[config.mk]
export PLATFORM = sky130hd
export DESIGN_NAME = pipelined_control_unit
export DESIGN_NICKNAME = d
export VERILOG_FILES = /design/src/rtl/rv_ctrl_pkg.sv /design/src/rtl/main_decoder.sv /design/src/rtl/pipelined_control_unit.sv
export SDC_FILE = /design/constraint.sdc
export NUM_CORES = 1
export LEC_CHECK = 0
export BUFFER_PORTS_ARGS = -buffer_cell sky130_fd_sc_hd__buf_2
export CAP_MARGIN = 30
export CORE_AREA = 2 2 62 64
export DETAILED_ROUTE_END_ITERATION = 10
export DIE_AREA = 0 0 64 66
export PLACE_DENSITY = 0.84
export RECOVER_POWER = 100
export SLEW_MARGIN = 20
export SYNTH_ARGS = -nofsm -noshare
export SYNTH_HDL_FRONTEND = slang
export SYNTH_SLANG_ARGS = --single-unit
export TNS_END_PERCENT = 30
[constraint.sdc]
create_clock -name clk -period 3.7 [get_ports clk]
set_input_delay 0.185 -clock clk [delete_from_list [all_inputs] [get_ports clk]]
set_output_delay 0.185 -clock clk [all_outputs]
set_load 0.05 [all_outputs]
[src/rtl/rv_ctrl_pkg.sv]
`default_nettype none
// ============================================================================
//  Module   : rv_ctrl_pkg
//  Brief    : Opcodes, select encodings and the decoded-control bundle shared
//             by the RV32 pipelined control unit and its decoder.
//  Revision : 1.0  initial release
// ============================================================================
package rv_ctrl_pkg;

  localparam logic [6:0] C_OP_R      = 7'b0110011;
  localparam logic [6:0] C_OP_LOAD   = 7'b0000011;
  localparam logic [6:0] C_OP_STORE  = 7'b0100011;
  localparam logic [6:0] C_OP_BRANCH = 7'b1100011;
  localparam logic [6:0] C_OP_IALU   = 7'b0010011;
  localparam logic [6:0] C_OP_JAL    = 7'b1101111;
  localparam logic [6:0] C_OP_JALR   = 7'b1100111;
  localparam logic [6:0] C_OP_LUI    = 7'b0110111;
  localparam logic [6:0] C_OP_AUIPC  = 7'b0010111;

  localparam logic [2:0] C_IMM_I = 3'b000;
  localparam logic [2:0] C_IMM_S = 3'b001;
  localparam logic [2:0] C_IMM_B = 3'b010;
  localparam logic [2:0] C_IMM_J = 3'b011;
  localparam logic [2:0] C_IMM_U = 3'b100;

  localparam logic [1:0] C_RES_ALU = 2'b00;
  localparam logic [1:0] C_RES_MEM = 2'b01;
  localparam logic [1:0] C_RES_PC4 = 2'b10;
  localparam logic [1:0] C_RES_IMM = 2'b11;

  localparam logic [1:0] C_FWD_RF = 2'b00;
  localparam logic [1:0] C_FWD_W  = 2'b01;
  localparam logic [1:0] C_FWD_M  = 2'b10;

  localparam logic [1:0] C_ALUOP_ADD   = 2'b00;
  localparam logic [1:0] C_ALUOP_SUB   = 2'b01;
  localparam logic [1:0] C_ALUOP_FUNCT = 2'b10;

  typedef struct packed {
    logic       regwrite;
    logic [1:0] result_src;
    logic       memwrite;
    logic       jump;
    logic       branch;
    logic [1:0] aluop;
    logic       alu_src;
    logic       alu_a_pc;
    logic [2:0] imm_src;
  } ctrl_t;

  localparam ctrl_t C_CTRL_NONE = '0;

endpackage
`default_nettype wire

[src/rtl/main_decoder.sv]
`default_nettype none
// ============================================================================
//  Module   : main_decoder
//  Brief    : Combinational opcode decoder producing the decode-stage control
//             bundle; unknown opcodes decode to all-zero controls.
//  Revision : 1.0  initial release
// ============================================================================
module main_decoder
  import rv_ctrl_pkg::*;
(
  input  logic [6:0] opcode,
  output ctrl_t      ctrl
);

  always_comb begin
    ctrl = C_CTRL_NONE;
    case (opcode)
      C_OP_R: begin
        ctrl.regwrite = 1'b1;
        ctrl.aluop    = C_ALUOP_FUNCT;
      end
      C_OP_LOAD: begin
        ctrl.regwrite   = 1'b1;
        ctrl.alu_src    = 1'b1;
        ctrl.result_src = C_RES_MEM;
        ctrl.imm_src    = C_IMM_I;
      end
      C_OP_STORE: begin
        ctrl.memwrite = 1'b1;
        ctrl.alu_src  = 1'b1;
        ctrl.imm_src  = C_IMM_S;
      end
      C_OP_BRANCH: begin
        ctrl.branch  = 1'b1;
        ctrl.aluop   = C_ALUOP_SUB;
        ctrl.imm_src = C_IMM_B;
      end
      C_OP_IALU: begin
        ctrl.regwrite = 1'b1;
        ctrl.alu_src  = 1'b1;
        ctrl.aluop    = C_ALUOP_FUNCT;
        ctrl.imm_src  = C_IMM_I;
      end
      C_OP_JAL: begin
        ctrl.regwrite   = 1'b1;
        ctrl.jump       = 1'b1;
        ctrl.result_src = C_RES_PC4;
        ctrl.imm_src    = C_IMM_J;
      end
      // JALR target comes out of the ALU as rs1 + I-immediate
      C_OP_JALR: begin
        ctrl.regwrite   = 1'b1;
        ctrl.jump       = 1'b1;
        ctrl.alu_src    = 1'b1;
        ctrl.result_src = C_RES_PC4;
        ctrl.imm_src    = C_IMM_I;
      end
      C_OP_LUI: begin
        ctrl.regwrite   = 1'b1;
        ctrl.result_src = C_RES_IMM;
        ctrl.imm_src    = C_IMM_U;
      end
      C_OP_AUIPC: begin
        ctrl.regwrite = 1'b1;
        ctrl.alu_src  = 1'b1;
        ctrl.alu_a_pc = 1'b1;
        ctrl.aluop    = C_ALUOP_ADD;
        ctrl.imm_src  = C_IMM_U;
      end
      default: ctrl = C_CTRL_NONE;
    endcase
  end

endmodule
`default_nettype wire

[src/rtl/pipelined_control_unit.sv]
`default_nettype none
// ============================================================================
//  Module   : pipelined_control_unit
//  Brief    : Five-stage RV32 control path: decode, D/E/M/W control registers,
//             load-use / RAW stall, branch flush and operand forwarding.
//  Revision : 1.0  initial release
// ============================================================================
module pipelined_control_unit
  import rv_ctrl_pkg::*;
#(
  parameter int REG_W  = 5,
  parameter int FWD_EN = 1
) (
  input  logic             clk,
  input  logic             rst_n,
  input  logic [6:0]       opcode_d,
  input  logic [REG_W-1:0] rs1_d,
  input  logic [REG_W-1:0] rs2_d,
  input  logic [REG_W-1:0] rd_d,
  input  logic             branch_cond_e,
  output logic [2:0]       imm_src_d,
  output logic             alu_src_e,
  output logic             alu_a_pc_e,
  output logic [1:0]       aluop_e,
  output logic             memwrite_m,
  output logic             regwrite_m,
  output logic [REG_W-1:0] rd_m,
  output logic             regwrite_w,
  output logic [1:0]       result_src_w,
  output logic [REG_W-1:0] rd_w,
  output logic             pc_src_e,
  output logic             stall_f,
  output logic             stall_d,
  output logic             flush_d,
  output logic             flush_e,
  output logic [1:0]       forward_a_e,
  output logic [1:0]       forward_b_e
);

  ctrl_t w_ctrl_d;

  main_decoder u_main_decoder (
    .opcode (opcode_d),
    .ctrl   (w_ctrl_d)
  );

  assign imm_src_d = w_ctrl_d.imm_src;

  logic             r_regwrite_e, r_memwrite_e, r_jump_e, r_branch_e;
  logic             r_alu_src_e, r_alu_a_pc_e;
  logic [1:0]       r_result_src_e, r_aluop_e;
  logic [REG_W-1:0] r_rd_e, r_rs1_e, r_rs2_e;
  logic             r_regwrite_m, r_memwrite_m;
  logic [1:0]       r_result_src_m;
  logic [REG_W-1:0] r_rd_m;
  logic             r_regwrite_w;
  logic [1:0]       r_result_src_w;
  logic [REG_W-1:0] r_rd_w;
  logic             w_lw_stall, w_stall;

  // D->E: a flush turns the incoming instruction into a bubble
  always_ff @(posedge clk) begin
    if (!rst_n || flush_e) begin
      r_regwrite_e   <= 1'b0;
      r_result_src_e <= 2'b00;
      r_memwrite_e   <= 1'b0;
      r_jump_e       <= 1'b0;
      r_branch_e     <= 1'b0;
      r_aluop_e      <= 2'b00;
      r_alu_src_e    <= 1'b0;
      r_alu_a_pc_e   <= 1'b0;
      r_rd_e         <= '0;
      r_rs1_e        <= '0;
      r_rs2_e        <= '0;
    end else begin
      r_regwrite_e   <= w_ctrl_d.regwrite;
      r_result_src_e <= w_ctrl_d.result_src;
      r_memwrite_e   <= w_ctrl_d.memwrite;
      r_jump_e       <= w_ctrl_d.jump;
      r_branch_e     <= w_ctrl_d.branch;
      r_aluop_e      <= w_ctrl_d.aluop;
      r_alu_src_e    <= w_ctrl_d.alu_src;
      r_alu_a_pc_e   <= w_ctrl_d.alu_a_pc;
      r_rd_e         <= rd_d;
      r_rs1_e        <= rs1_d;
      r_rs2_e        <= rs2_d;
    end
  end

  always_ff @(posedge clk) begin
    if (!rst_n) begin
      r_regwrite_m   <= 1'b0;
      r_memwrite_m   <= 1'b0;
      r_result_src_m <= 2'b00;
      r_rd_m         <= '0;
      r_regwrite_w   <= 1'b0;
      r_result_src_w <= 2'b00;
      r_rd_w         <= '0;
    end else begin
      r_regwrite_m   <= r_regwrite_e;
      r_memwrite_m   <= r_memwrite_e;
      r_result_src_m <= r_result_src_e;
      r_rd_m         <= r_rd_e;
      r_regwrite_w   <= r_regwrite_m;
      r_result_src_w <= r_result_src_m;
      r_rd_w         <= r_rd_m;
    end
  end

  assign pc_src_e   = (r_branch_e & branch_cond_e) | r_jump_e;
  assign w_lw_stall = (r_result_src_e == C_RES_MEM) && (r_rd_e != '0) &&
                      ((r_rd_e == rs1_d) || (r_rd_e == rs2_d));

  generate
    if (FWD_EN != 0) begin : g_fwd
      assign w_stall = w_lw_stall;

      // M-stage producer is younger than W, so it wins
      always_comb begin
        forward_a_e = C_FWD_RF;
        if (r_regwrite_m && (r_rd_m != '0) && (r_rd_m == r_rs1_e))
          forward_a_e = C_FWD_M;
        else if (r_regwrite_w && (r_rd_w != '0) && (r_rd_w == r_rs1_e))
          forward_a_e = C_FWD_W;
      end

      always_comb begin
        forward_b_e = C_FWD_RF;
        if (r_regwrite_m && (r_rd_m != '0) && (r_rd_m == r_rs2_e))
          forward_b_e = C_FWD_M;
        else if (r_regwrite_w && (r_rd_w != '0) && (r_rd_w == r_rs2_e))
          forward_b_e = C_FWD_W;
      end
    end else begin : g_no_fwd
      logic w_raw_e, w_raw_m;
      assign w_raw_e = r_regwrite_e && (r_rd_e != '0) &&
                       ((r_rd_e == rs1_d) || (r_rd_e == rs2_d));
      assign w_raw_m = r_regwrite_m && (r_rd_m != '0) &&
                       ((r_rd_m == rs1_d) || (r_rd_m == rs2_d));
      assign w_stall     = w_lw_stall | w_raw_e | w_raw_m;
      assign forward_a_e = C_FWD_RF;
      assign forward_b_e = C_FWD_RF;
    end
  endgenerate

  assign stall_f = w_stall;
  assign stall_d = w_stall;
  assign flush_d = pc_src_e;
  assign flush_e = w_stall | pc_src_e;

  assign alu_src_e    = r_alu_src_e;
  assign alu_a_pc_e   = r_alu_a_pc_e;
  assign aluop_e      = r_aluop_e;
  assign memwrite_m   = r_memwrite_m;
  assign regwrite_m   = r_regwrite_m;
  assign rd_m         = r_rd_m;
  assign regwrite_w   = r_regwrite_w;
  assign result_src_w = r_result_src_w;
  assign rd_w         = r_rd_w;

endmodule
`default_nettype wire

==> flow_metrics.tcl, run 1 <==
set metrics [dict create \
    status "finished clean" \
    cap_viol_max_count 0 \
    cts_hold_buf 0 \
    postSynthAreaPerCell_um2 9.53 \
    final_util_pct 60.1 \
    final_hold_viol_count 0 \
    crit_type "flop to primary output" \
    min_period_over_period_pct 70.1 \
    final_cells 293 \
    power.clock.fraction_pct 38.5 \
    drv_slew 0 \
    cts_tree "yes" \
    ys_warn_count 0 \
    ys_seq_elements 41 \
    final_layout_size_suffix_gt1_share_pct 14.7 \
    cts_buffers 5 \
    finalSetupViolations 0 \
    power_frac_comb_pct 11.2 \
    globalplace.congestion 0.837 \
    io_pins 56 \
    area_growth_pct 14.8 \
    worstSetupEndpointType "primary output" \
    num_antenna_cells 0 \
    p_sw_mw 0.226 \
    multi_input_area_um2 895 \
    setup_tns_ps 0 \
    dieArea_mm2 0.00422 \
    r2r_setup_slack_ps 1480 \
    cts_resized 0 \
    insertion_delay_ps 350 \
    power_leakage_nw 0.903 \
    hold_class "input pin to flop" \
    final_common_cell "dfxtp_1" \
    pwr-share-seq_pct 50.2 \
    grt_pass1_wl_um 6160 \
    ys_seq_area_share_pct 44.2 \
    drt-pass1-iter-count 4 \
    netlist_top_cells_area "dfxtp_1, xnor2_1, xor2_1" \
    clockBufferDepth 2 \
    netlist.top_cell.by_area "dfxtp_1" \
    wl_per_cell_um 12.7 \
    rsz0062_at_grt "false" \
    die_y_um 66 \
    vias 1453 \
    cp-start-kind "flop" \
    yosys.area.top_type_share_pct 44.2 \
    synth_edf_count 0 \
    synthArstFlopShare_pct 0 \
    drt-initial-drc-count 55 \
    grt_max_degree 20 \
    cts.clk_slew.worst_paths_ps 120 \
    postRouteWirelength_um 3710 \
    clock_sinks 41 \
    synth_flop_cell "dfxtp_1" \
    finalCriticalPeriod_ps 2590 \
    swShare_pct 24.2 \
    syn-cell-area_mm2 0.00186 \
    total_power_mw 0.937 \
    drc 0 \
    nets 269 \
    fill_cells 354 \
    syn-num-nets 220 \
    tightest_slew_ps 921 \
    intPower_mw 0.710 \
    yosys.cell_types.count 37 \
    seq_area_um2 821 \
    dpl.hpwl_um 2750 \
    die_w_um 64 \
    post_cts_buffers 0 \
    grt_pass1_vias 1327 \
    finClkSkew_ps 8.14 \
    ant_nets 0 \
    critPathMaxFanout 11 \
    placed_cells 285 \
    vdd_drop_max_mv 0.169 \
    antenna_found_initial 0 \
    fmax_mhz 386 \
    grt-ovfl-total 0 \
    final_cell_mix "dfxtp_1, clkbuf_1, buf_2" \
    cp.required_ps 3510 \
    htree_levels 2 \
    initial_core_util_pct 52.3 \
    relSlewSlack_pct 38.6 \
    p_per_area_mw_per_mm2 439 \
    crit_arrival_ps 2410 \
    routed_via_density 4.96 \
    grtUsageTotal_pct 19.1 \
    core_mm2 0.00355 \
    io_buffers 55 \
    ctsRootBufferMaster "clkbuf_4" \
    rows 22 \
    synth_cells 195 \
]
[synthesized netlist by cell type, types with 2 or more instances]
library cell   n
o21ai_0        3
nand3_1        6
buf_2          4
xor2_1        15
nor2_1         3
o21ai_1        2
a21oi_1       20
nand4b_1       2
xnor2_1       16
dfxtp_1       41
a211oi_1       2
nand2_1       21
a2111oi_4      2
nor4_1         4
clkbuf_1       2
or4_1          6
buf_4          7
and2_1        20
[worst max-delay path: stages (launching register included)]
cell and delay, ps:
dfxtp_1 450, xnor2_1 150, nand3_1 90, o22ai_1 620, and2_1 270, clkbuf_1 490
[stage by stage]
stage | setup slack [ps] | area [µm²] | hold WS (ps)
after detailed placement | 1810 | 2110 | 408
after floorplan | 173 | 1860 | 301
after global routing | 904 | 2130 | 16.0
final | 1110 | 2130 | 37.7
after CTS | 1390 | 2220 | 25.5
after global placement | 1860 | 2110 | 409
[final timing paths]
check,cells after the start,endpoint,start
worst max-delay path,5,stall_d,r_rd_e[0]
worst min-delay path,3,r_rd_e[0],rd_d[0]
worst max register to register,5,r_rs2_e[4],r_rd_e[0]
worst min register to register,1,result_src_w[0],r_result_src_m[0]
[cell type report]
cell class	count	share of cell area, %
Multi-Input combinational cell	138	41.9
Sequential cell	41	38.5
Timing Repair Buffer	57	11.6
Clock inverter	3	3.23
Tap cell	48	2.82
Clock buffer	5	1.76
Inverter	1	0.176
[per-layer routing]
layer | part of all wire (%) | GRT usage [%] | wire length [µm] | vias to the layer above
met5 | 0 | 0 | 0 | -
met4 | 1.9 | 9.24 | 71 | 0
met3 | 5.9 | 5.79 | 219 | 5
met2 | 46 | 30.5 | 1720 | 43
met1 | 46 | 23.4 | 1700 | 644
li1 | - | - | - | 761
[power by group through the flow]
stage               Combinational (mW)  Clock, mW  Sequential [mW]
CTS                              0.112      0.366            0.470
finish                           0.105      0.361            0.471
floorplan                       0.0654          0            0.492
global placement                 0.111          0            0.479
global route                     0.116      0.388            0.473
detailed placement               0.111          0            0.480
[state kept, by name, indices dropped and copies added (netlist names), 2 cells and up]
signal,cells
r_rs2_e,5
r_rs1_e,5
result_src_w,2
r_result_src_m,2
rd_m,5
r_result_src_e,2
r_rd_e,5
rd_w,5
[cell families (layout without fill, tap and decap cells)]
kind of cell	Yosys count	count (layout)	synth area share, %
multiplexers	2	2	1.14
AND/OR/NAND/NOR	72	72	22.3
flip-flops	41	41	44.2
XOR/XNOR	31	31	14.6
AO/OA/AOI/OAI	33	33	12.5
buffers and inverters	16	66	5.32
(Power assumes the default switching activity.)
==> inputs of run 2 (changes only) <==
Settings changed: CORE_AREA 2 2 62 64 to 2 2 67 69, DIE_AREA 0 0 64 66 to 0 0 69 71, PLACE_DENSITY 0.84 to 0.77.
Clock period 3.7 ns to 2.3 ns, I/O delays scaled along.
==> run 2 against run 1 <==
- sequential power is 61% higher
- highest routed layer unchanged
- utilization fell by 6.9 points
- count of clock-buffer cells in the layout is 1 higher
- clock skew fell by 1.2 ps
- sequential cell count unchanged
- hold slack improved by 2.6 ps
- wire length increased by 0.40%
- global-route usage shrank 3.7 points
- via count grew 2.1%
- critical path depth unchanged
==> flow_metrics.tcl, run 2 (synthesized netlist as in run 1, its figures left out) <==
set metrics [dict create \
    status "finished clean" \
    fill_cells 401 \
    placed_cells 289 \
    grt-ovfl-total 0 \
    routed_via_density 4.98 \
    core_mm2 0.00420 \
    drc 0 \
    vdd_drop_max_mv 0.370 \
    nets 270 \
    grt_pass1_vias 1373 \
    htree_levels 2 \
    final_layout_size_suffix_gt1_share_pct 21.1 \
    finalCriticalPeriod_ps 2160 \
    ant_nets 0 \
    cap_viol_max_count 0 \
    crit_arrival_ps 2050 \
    timing.final.ws_setup_ps 136 \
    grtUsageTotal_pct 15.4 \
    place_ws_ps 242 \
    final_cell_mix "dfxtp_1, buf_2, clkbuf_1" \
    area_growth_pct 20.3 \
    die_w_um 69 \
    max_stage_delay_ps 580 \
    ctsRootBufferMaster "clkbuf_8" \
    cts.clk_slew.worst_paths_ps 80 \
    cts_tree "yes" \
    p_per_area_mw_per_mm2 681 \
    num_antenna_cells 0 \
    post_cts_buffers 0 \
    clockBufferDepth 2 \
    worst_path_max_delay_cell "or4_1" \
    wl_per_cell_um 12.5 \
    crit_type "flop to primary output" \
    drt-initial-drc-count 35 \
    relSlewSlack_pct 45.4 \
    cts_resized 0 \
    cts_buffers 5 \
    die_y_um 71 \
    rows 24 \
    vias 1483 \
    setup_tns_ps 0 \
    drt-pass1-iter-count 4 \
    multi_input_area_um2 962 \
    cp.required_ps 2180 \
    cts_hold_buf 0 \
    cp_common_cell "or4_1" \
    final_hold_viol_count 0 \
    final_cells 298 \
    globalplace.congestion 0.803 \
    rsz0062_at_grt "false" \
    antenna_found_initial 0 \
    r2r_setup_slack_ps 410 \
    grt_pass1_wl_um 6190 \
    drv_slew 0 \
    initial_core_util_pct 44.2 \
    io_pins 56 \
    power_leakage_nw 0.942 \
    finClkSkew_ps 6.95 \
    dpl.hpwl_um 2850 \
    clock_sinks 41 \
    tightest_slew_ps 815 \
    final_common_cell "dfxtp_1" \
    postRouteWirelength_um 3720 \
    min_period_over_period_pct 94.1 \
    io_buffers 55 \
    grt_max_degree 25 \
    fmax_mhz 462 \
    crit_chain "or4_1 -> o21ai_1 -> or4_1 -> nor4_4 -> clkbuf_2" \
    critPathMaxFanout 4 \
    insertion_delay_ps 280 \
    worstSetupEndpointType "primary output" \
    seq_area_um2 823 \
    hold_class "input pin to flop" \
    cp-start-kind "flop" \
    finalSetupViolations 0 \
    dieArea_mm2 0.00490 \
]
run 2: layer usage:
layer | wire (µm) | up-vias | track usage [%]
met5 | 0 | - | 0
met4 | 45 | 0 | 5.88
met3 | 193 | 4 | 3.42
met2 | 1710 | 45 | 24.4
met1 | 1770 | 670 | 20.7
li1 | - | 764 | -
run 2: final timing paths:
kind	startpoint	to	cells after the start
max	rd_w[3]	forward_b_e[0]	5
min	rd_d[4]	r_rd_e[4]	3
max reg2reg	r_rd_e[1]	aluop_e[1]	4
min reg2reg	r_result_src_m[0]	result_src_w[0]	1
run 2: power breakdown:
| part | switching [mW] | internal, mW |
|---|---|---|
| Clock | 0.232 | 0.353 |
| Sequential | 0.0237 | 0.732 |
| Combinational | 0.110 | 0.0723 |
run 2: layout make-up:
class	instances	area share, %
Multi-Input combinational cell	139	43.0
Clock buffer	6	3.69
Clock inverter	2	1.68
Sequential cell	41	36.8
Inverter	1	0.168
Tap cell	52	2.91
Timing Repair Buffer	57	11.7
run 2: stage by stage:
stage / power, mW / hold WS (ps) / cell area (µm²) / util (%)
floorplan: 0.906 / 231 / 1920 / -
CTS: 1.54 / 34.3 / 2310 / 55.0
detailed placement: 0.965 / 339 / 2180 / 51.9
finish: 1.52 / 40.3 / 2240 / 53.2
global route: 1.59 / 37.4 / 2240 / 53.2
global placement: 0.962 / 345 / 2180 / 51.9
run 2: worst max-delay path: cells and delay by family (launching register included):
family                 cells  cell delay [ps]
AO/OA/AOI/OAI              1               60
buffers and inverters      1              310
flip-flops                 1              410
AND/OR/NAND/NOR            3             1000
